<file path="src/rtl/axil_pkg.sv">
// Shared AXI-Lite response codes and the per-target state type for the read crossbar.
package axil_pkg;

    localparam logic [1:0] RESP_OKAY   = 2'b00;
    localparam logic [1:0] RESP_SLVERR = 2'b10;
    localparam logic [1:0] RESP_DECERR = 2'b11;

    typedef enum logic [1:0] {
        TGT_IDLE = 2'd0,
        TGT_ADDR = 2'd1,
        TGT_DATA = 2'd2
    } tgt_state_e;

endpackage

</file>
<file path="src/rtl/axil_rr_arbiter.sv">
// Round-robin arbiter: combinational one-hot grant; the winner pointer only moves on advance.
module axil_rr_arbiter #(
    parameter int N = 2
) (
    input  logic         aclk,
    input  logic         areset,
    input  logic [N-1:0] req,
    input  logic         advance,
    output logic [N-1:0] grant
);
    localparam int PW = (N > 1) ? $clog2(N) : 1;

    logic [PW-1:0]  last_reg;
    logic [PW-1:0]  last_next;
    logic [PW:0]    shamt;
    logic [N-1:0]   req_rot;
    logic [N-1:0]   pick;
    logic [2*N-1:0] grant_dbl;

    always_ff @(posedge aclk or posedge areset) begin
        if (areset) begin
            last_reg <= PW'(N - 1);
        end else if (advance) begin
            last_reg <= last_next;
        end
    end

    // Rotate so the search starts just past the last winner, take the lowest set bit, rotate back.
    always_comb begin
        shamt     = {1'b0, last_reg} + (PW+1)'(1);
        req_rot   = N'({req, req} >> shamt);
        pick      = req_rot & (~req_rot + N'(1));
        grant_dbl = {{N{1'b0}}, pick} << shamt;
        grant     = grant_dbl[N-1:0] | grant_dbl[2*N-1:N];
    end

    always_comb begin
        last_next = last_reg;
        for (int i = 0; i < N; i++) begin
            if (grant[i]) begin
                last_next = PW'(i);
            end
        end
    end

endmodule

</file>
<file path="src/rtl/axil_xbar_rd_rr.sv">
// AXI-Lite read crossbar: NUM_M masters to NUM_S slaves plus an internal decode-error target,
// one round-robin arbitrated transaction in flight per target.
module axil_xbar_rd_rr
    import axil_pkg::*;
#(
    parameter int NUM_M  = 2,
    parameter int NUM_S  = 4,
    parameter int ADDR_W = 32,
    parameter int DATA_W = 32,
    parameter logic [NUM_S-1:0][ADDR_W-1:0] SLV_BASE = '0,
    parameter logic [NUM_S-1:0][ADDR_W-1:0] SLV_MASK = '0
) (
    input  logic                aclk,
    input  logic                areset,
    input  logic [ADDR_W-1:0]   m_axil_araddr  [NUM_M],
    input  logic [NUM_M-1:0]    m_axil_arvalid,
    output logic [NUM_M-1:0]    m_axil_arready,
    output logic [DATA_W-1:0]   m_axil_rdata   [NUM_M],
    output logic [1:0]          m_axil_rresp   [NUM_M],
    output logic [NUM_M-1:0]    m_axil_rvalid,
    input  logic [NUM_M-1:0]    m_axil_rready,
    output logic [ADDR_W-1:0]   s_axil_araddr  [NUM_S],
    output logic [NUM_S-1:0]    s_axil_arvalid,
    input  logic [NUM_S-1:0]    s_axil_arready,
    input  logic [DATA_W-1:0]   s_axil_rdata   [NUM_S],
    input  logic [1:0]          s_axil_rresp   [NUM_S],
    input  logic [NUM_S-1:0]    s_axil_rvalid,
    output logic [NUM_S-1:0]    s_axil_rready,
    output logic [NUM_S:0]      tgt_busy
);
    localparam int NUM_T = NUM_S + 1;
    localparam int TW    = $clog2(NUM_T);

    logic [TW-1:0]     m_dec      [NUM_M];
    logic [NUM_M-1:0]  m_granted;
    logic [NUM_M-1:0]  t_ar_mask  [NUM_T];
    logic [NUM_M-1:0]  t_r_mask   [NUM_T];
    logic              t_arready  [NUM_T];
    logic              t_rvalid   [NUM_T];
    logic [DATA_W-1:0] t_rdata    [NUM_T];
    logic [1:0]        t_rresp    [NUM_T];

    genvar gi;

    // Address decode; the lowest matching slave wins, no match lands on the error target.
    for (gi = 0; gi < NUM_M; gi++) begin : g_dec
        logic [TW-1:0] dec;
        always_comb begin
            dec = TW'(NUM_S);
            for (int j = NUM_S - 1; j >= 0; j--) begin
                if ((m_axil_araddr[gi] & SLV_MASK[j]) == SLV_BASE[j]) begin
                    dec = TW'(j);
                end
            end
        end
        assign m_dec[gi] = dec;
    end

    always_comb begin
        m_granted = '0;
        for (int j = 0; j < NUM_T; j++) begin
            m_granted = m_granted | t_ar_mask[j] | t_r_mask[j];
        end
    end

    for (gi = 0; gi < NUM_T; gi++) begin : g_tgt
        tgt_state_e       state_reg;
        tgt_state_e       state_next;
        logic [NUM_M-1:0] grant_reg;
        logic [NUM_M-1:0] req_vec;
        logic [NUM_M-1:0] arb_req;
        logic [NUM_M-1:0] arb_grant;
        logic [NUM_M-1:0] ar_mask;
        logic [NUM_M-1:0] r_mask;
        logic             busy;
        logic             sel_arvalid;
        logic             sel_rready;
        logic             ar_hs;
        logic             r_hs;

        always_comb begin
            req_vec = '0;
            for (int i = 0; i < NUM_M; i++) begin
                req_vec[i] = m_axil_arvalid[i] && (m_dec[i] == TW'(gi)) && !m_granted[i];
            end
        end

        // Outside IDLE the arbiter sees the held grant, so advance records the actual winner.
        assign arb_req = (state_reg == TGT_IDLE) ? req_vec : grant_reg;

        axil_rr_arbiter #(.N(NUM_M)) u_arb (
            .aclk    (aclk),
            .areset  (areset),
            .req     (arb_req),
            .advance (r_hs),
            .grant   (arb_grant)
        );

        assign sel_arvalid = |(grant_reg & m_axil_arvalid);
        assign sel_rready  = |(grant_reg & m_axil_rready);
        assign ar_hs       = (state_reg == TGT_ADDR) && sel_arvalid && t_arready[gi];
        assign r_hs        = (state_reg == TGT_DATA) && t_rvalid[gi] && sel_rready;

        always_ff @(posedge aclk or posedge areset) begin
            if (areset) begin
                state_reg <= TGT_IDLE;
                grant_reg <= '0;
            end else begin
                state_reg <= state_next;
                if (state_reg == TGT_IDLE) begin
                    grant_reg <= arb_grant;
                end
            end
        end

        always_comb begin
            state_next = state_reg;
            case (state_reg)
                TGT_IDLE: if (|req_vec) state_next = TGT_ADDR;
                TGT_ADDR: if (ar_hs)    state_next = TGT_DATA;
                TGT_DATA: if (r_hs)     state_next = TGT_IDLE;
                default:                state_next = TGT_IDLE;
            endcase
        end

        always_comb begin
            ar_mask = '0;
            r_mask  = '0;
            busy    = 1'b0;
            case (state_reg)
                TGT_ADDR: begin
                    ar_mask = grant_reg;
                    busy    = 1'b1;
                end
                TGT_DATA: begin
                    r_mask = grant_reg;
                    busy   = 1'b1;
                end
                default: ;
            endcase
        end

        assign t_ar_mask[gi] = ar_mask;
        assign t_r_mask[gi]  = r_mask;
        assign tgt_busy[gi]  = busy;

        if (gi < NUM_S) begin : g_slv
            logic [ADDR_W-1:0] addr_mux;
            always_comb begin
                addr_mux = '0;
                for (int i = 0; i < NUM_M; i++) begin
                    if (ar_mask[i]) begin
                        addr_mux = addr_mux | m_axil_araddr[i];
                    end
                end
            end
            assign s_axil_araddr[gi]  = addr_mux;
            assign s_axil_arvalid[gi] = |(ar_mask & m_axil_arvalid);
            assign s_axil_rready[gi]  = |(r_mask & m_axil_rready);
            assign t_arready[gi]      = s_axil_arready[gi];
            assign t_rvalid[gi]       = s_axil_rvalid[gi];
            assign t_rdata[gi]        = s_axil_rdata[gi];
            assign t_rresp[gi]        = s_axil_rresp[gi];
        end else begin : g_decerr
            assign t_arready[gi] = 1'b1;
            assign t_rvalid[gi]  = 1'b1;
            assign t_rdata[gi]   = '0;
            assign t_rresp[gi]   = RESP_DECERR;
        end
    end

    // A master holds at most one grant, so OR-combining target contributions is a clean mux.
    always_comb begin
        m_axil_arready = '0;
        m_axil_rvalid  = '0;
        for (int i = 0; i < NUM_M; i++) begin
            m_axil_rdata[i] = '0;
            m_axil_rresp[i] = '0;
        end
        for (int j = 0; j < NUM_T; j++) begin
            for (int i = 0; i < NUM_M; i++) begin
                if (t_ar_mask[j][i] && t_arready[j]) begin
                    m_axil_arready[i] = 1'b1;
                end
                if (t_r_mask[j][i]) begin
                    m_axil_rvalid[i] = m_axil_rvalid[i] | t_rvalid[j];
                    m_axil_rdata[i]  = m_axil_rdata[i] | t_rdata[j];
                    m_axil_rresp[i]  = m_axil_rresp[i] | t_rresp[j];
                end
            end
        end
    end

endmodule
</file>
<file path="config.mk">
export PLATFORM = sky130hd
export DESIGN_NAME = axil_xbar_rd_rr
export DESIGN_NICKNAME = d
export VERILOG_FILES = /design/src/rtl/axil_pkg.sv /design/src/rtl/axil_rr_arbiter.sv /design/src/rtl/axil_xbar_rd_rr.sv
export SDC_FILE = /design/constraint.sdc
export NUM_CORES = 1
export LEC_CHECK = 0
export CAP_MARGIN = 20
export CORE_AREA = 5 5 164 166
export CTS_BUF_LIST = sky130_fd_sc_hd__clkbuf_8
export DETAILED_ROUTE_END_ITERATION = 10
export DIE_AREA = 0 0 169 171
export SYNTH_ARGS = -nofsm -noshare
export SYNTH_HDL_FRONTEND = slang
export SYNTH_SLANG_ARGS = --single-unit
export TNS_END_PERCENT = 20
</file>
<file path="constraint.sdc">
create_clock -name aclk -period 4.2 [get_ports aclk]
set_input_delay 0.84 -clock aclk [delete_from_list [all_inputs] [get_ports aclk]]
set_output_delay 0.84 -clock aclk [all_outputs]
set_load 0.01 [all_outputs]
</file>
==> results.md <==
- Status: finished, final reports clean
- FF-to-FF End: g_tgt[0].state_reg[0]
- Largest net degree at the start of global routing: 77
- Synth top area share: 39.6%
- Hold WS: roughly 0.53 ns
- P_int: between 700 and 800 uW
- Seq pwr share: 7.9%
- DIE HEIGHT: 171 um
- Ys async rst share: 100%
- Antenna diode count: 0
- TritonCTS buffer count: 3
- Clock Power Share: 6.2%
- Setup TNS after final layout: 0 ns
- Hold path startpoint: g_tgt[0].u_arb.last_reg
- WP data arrival: ~2.4 ns
- TritonRoute pass-1 iters: 4
- Fill count: 2890
- Via count: 2472
- Hold WC Path Type: flip-flop to flip-flop
- FF-to-FF path depth: 7
- PortBufs: 212
- RR Startpoint: g_tgt[0].state_reg[0]
- HPWL after DPL: roughly 7600 um
- GRT Total Usage: 5.05%
- Gpl congestion: 0.739
- Hold depth: 1
- Area of the die: 0.0289 sq mm
- Commonest cells in the netlist: buf_4 (107), and3_1 (71), a22o_1 (34)
- CP max FO: 32
- Initial antenna violation count: 0
- Drt wl/cell: around 11 um
- Min Tclk post-route: 3.19 ns
- Nets: just under 700
- Combinational fraction of design power: 85.9%
- Unique masters post-synth: 25
- Setup Viol. Count Final: 0
- Post-synth EDFFs: 0
- Yosys reg bits: 5
- Total power: 1.38 mW
- Layout cells sized above 1: roughly 2.5%
- Die width: 169 um
- Average vias per placed instance: 3.06
- Final core utilization: between 10% and 20%
- First-pass GRT wire length: 11700 um
- Switching share of power: 46.8%
- WL final: slightly below 9000 um
- Global route overflow: 0
- Fin crit share: 76.1%
- Hold Vio Cnt, Final: 0
- Initial Util: 7.96%
- Area of the multi-input gates: 0.00138 sq mm
- Row count: 59
- Routed Antenna Nets: 0
- Area Overhead vs Synth: 105%
- Placed cell areas: 0.00411 sq mm
- CP Class: flip-flop to primary output
- CTS tree: built
- Setup crit end kind: primary output
- CP Launch Type: flip-flop
- Skew-Pair Late Insertion Delay: 0.22 ns
- Max Cap Viol: 0
- Most frequent cell after synthesis: buf_4
- Worst EP required: 3.36 ns
- Leakage: approximately 1.9 nW
- Drt drc: 0
- Register area share after synthesis: 6.23%
- Prevailing post-synth register cell: dfrtp_1
- Io pins: 427
- Core area: roughly 0.025 sq mm
- DR iter-0 viols: a little under 70
- Mapped Area: a little over 0.002 sq mm
- Clk pin slew, worst setup/hold paths: approximately 0.04 ns
- RSZ-0062 raised after global routing: false
- Post-CTS resize count: 0
- Reg2reg setup slack: 1.88 ns
- Final Slew Violations: 0
- Design area: 0.00415 sq mm
- # clock sinks: 5
- Register Area: 126 sq um
- Tightest Pin Transition: 0.633 ns
- Slew headroom: between 50 and 60%
- FMAX: between 300 and 400 MHz
- Skew final: roughly 0.0011 ns
- Cts hold-fix bufs: 0
- CTS root buffer: clkbuf_8
- Clock Path Buffers: 2
- Hold EP: g_tgt[0].u_arb.last_reg
- Net Sw Power: approximately 650 uW
- Mapped Cells: 279
- Synth warn: 0
- Pwr/cell area: roughly 330 mW/mm^2
- Largest area contributor in the netlist: buf_4
- Vias in the first global route: 2350
- Peak VDD IR: 0.191 mV
- Post-CTS setup buffers: 0
- Syn Area/Cell: about 7.3 sq um
- H-tree depth: 1
- Most area-consuming cells after synthesis: buf_4 (40%), and3_1 (22%), a22o_1 (15%)
## cell families (layout without fill, tap and decap cells)
logic type	Yosys count	in the layout	share of synthesized area [%]
mux	2	2	1.11
buf+inv	136	226	45.2
other cells	1	106	0.185
flops	5	5	6.23
simple gates	86	86	25.5
fa+ha+maj	5	5	3.08
compound gates	44	44	18.7
## cells in the final DEF (no fill, tap or decap), types with 2 or more instances in the layout
| cell | count |
|---|---|
| ha_1 | 4 |
| a22o_1 | 34 |
| mux2_1 | 2 |
| nor2_1 | 2 |
| buf_4 | 5 |
| nand3_1 | 3 |
| and3_1 | 71 |
| dfrtp_1 | 4 |
| conb_1 | 106 |
| clkdlybuf4s50_1 | 212 |
| o21ai_1 | 3 |
| and2_1 | 3 |
| nand2_1 | 5 |
| inv_1 | 6 |
| clkbuf_8 | 3 |
## power groups by stage
| stage | Clock [mW] | Sequential [mW] | Combinational (mW) |
|---|---|---|---|
| 3_5_place_dp | 0 | 0.114 | 1.20 |
| 5_1_grt | 0.0909 | 0.116 | 1.29 |
| 3_3_place_gp | 0 | 0.112 | 1.21 |
| 2_1_floorplan | 0 | 0.0945 | 0.681 |
| 4_1_cts | 0.0880 | 0.112 | 1.21 |
| 6_report | 0.0851 | 0.110 | 1.19 |
## critical path, cell delays in order (launching register included)
cell	delay, ns
dfrtp_1	0.39
inv_1	0.13
ha_1	0.31
and2_1	0.16
buf_4	0.30
a22o_1	0.27
clkdlybuf4s50_1	0.56
## per-stage QoR
step / setup WS, ns / std cells
detailed placement: 1.09 / 805
global route: 0.840 / 809
floorplan: 1.84 / 384
CTS: 0.961 / 809
global placement: 1.09 / 805
finish: 1.01 / 809
## worst max-delay path by stage
stage	end	startpoint
after floorplan	s_axil_araddr[100]	g_tgt[0].state_reg[1]
after global placement	s_axil_arvalid[0]	m_axil_arvalid[1]
after detailed placement	s_axil_arvalid[0]	m_axil_arvalid[1]
after CTS	s_axil_araddr[102]	g_tgt[0].state_reg[1]
after global routing	s_axil_araddr[102]	g_tgt[0].state_reg[1]
final	s_axil_araddr[102]	g_tgt[0].state_reg[1]
## final cells by class
class / instances / share of cell area, %
multi-input combinational: 243 / 33.3
sequential: 5 / 3.04
tap: 335 / 10.1
inverter: 5 / 0.452
clock buffer: 3 / 0.995
timing repair buffer: 217 / 52.0
clock inverter: 1 / 0.0904
## per-layer routing
layer	wire, um	GRT usage (%)	vias to the layer above
met5	0	0	-
met4	173	1.40	0
met3	1400	2.33	10
met2	4500	10.0	207
met1	2810	4.59	1100
li1	-	-	1155
Power figures use the tool's default switching activity.
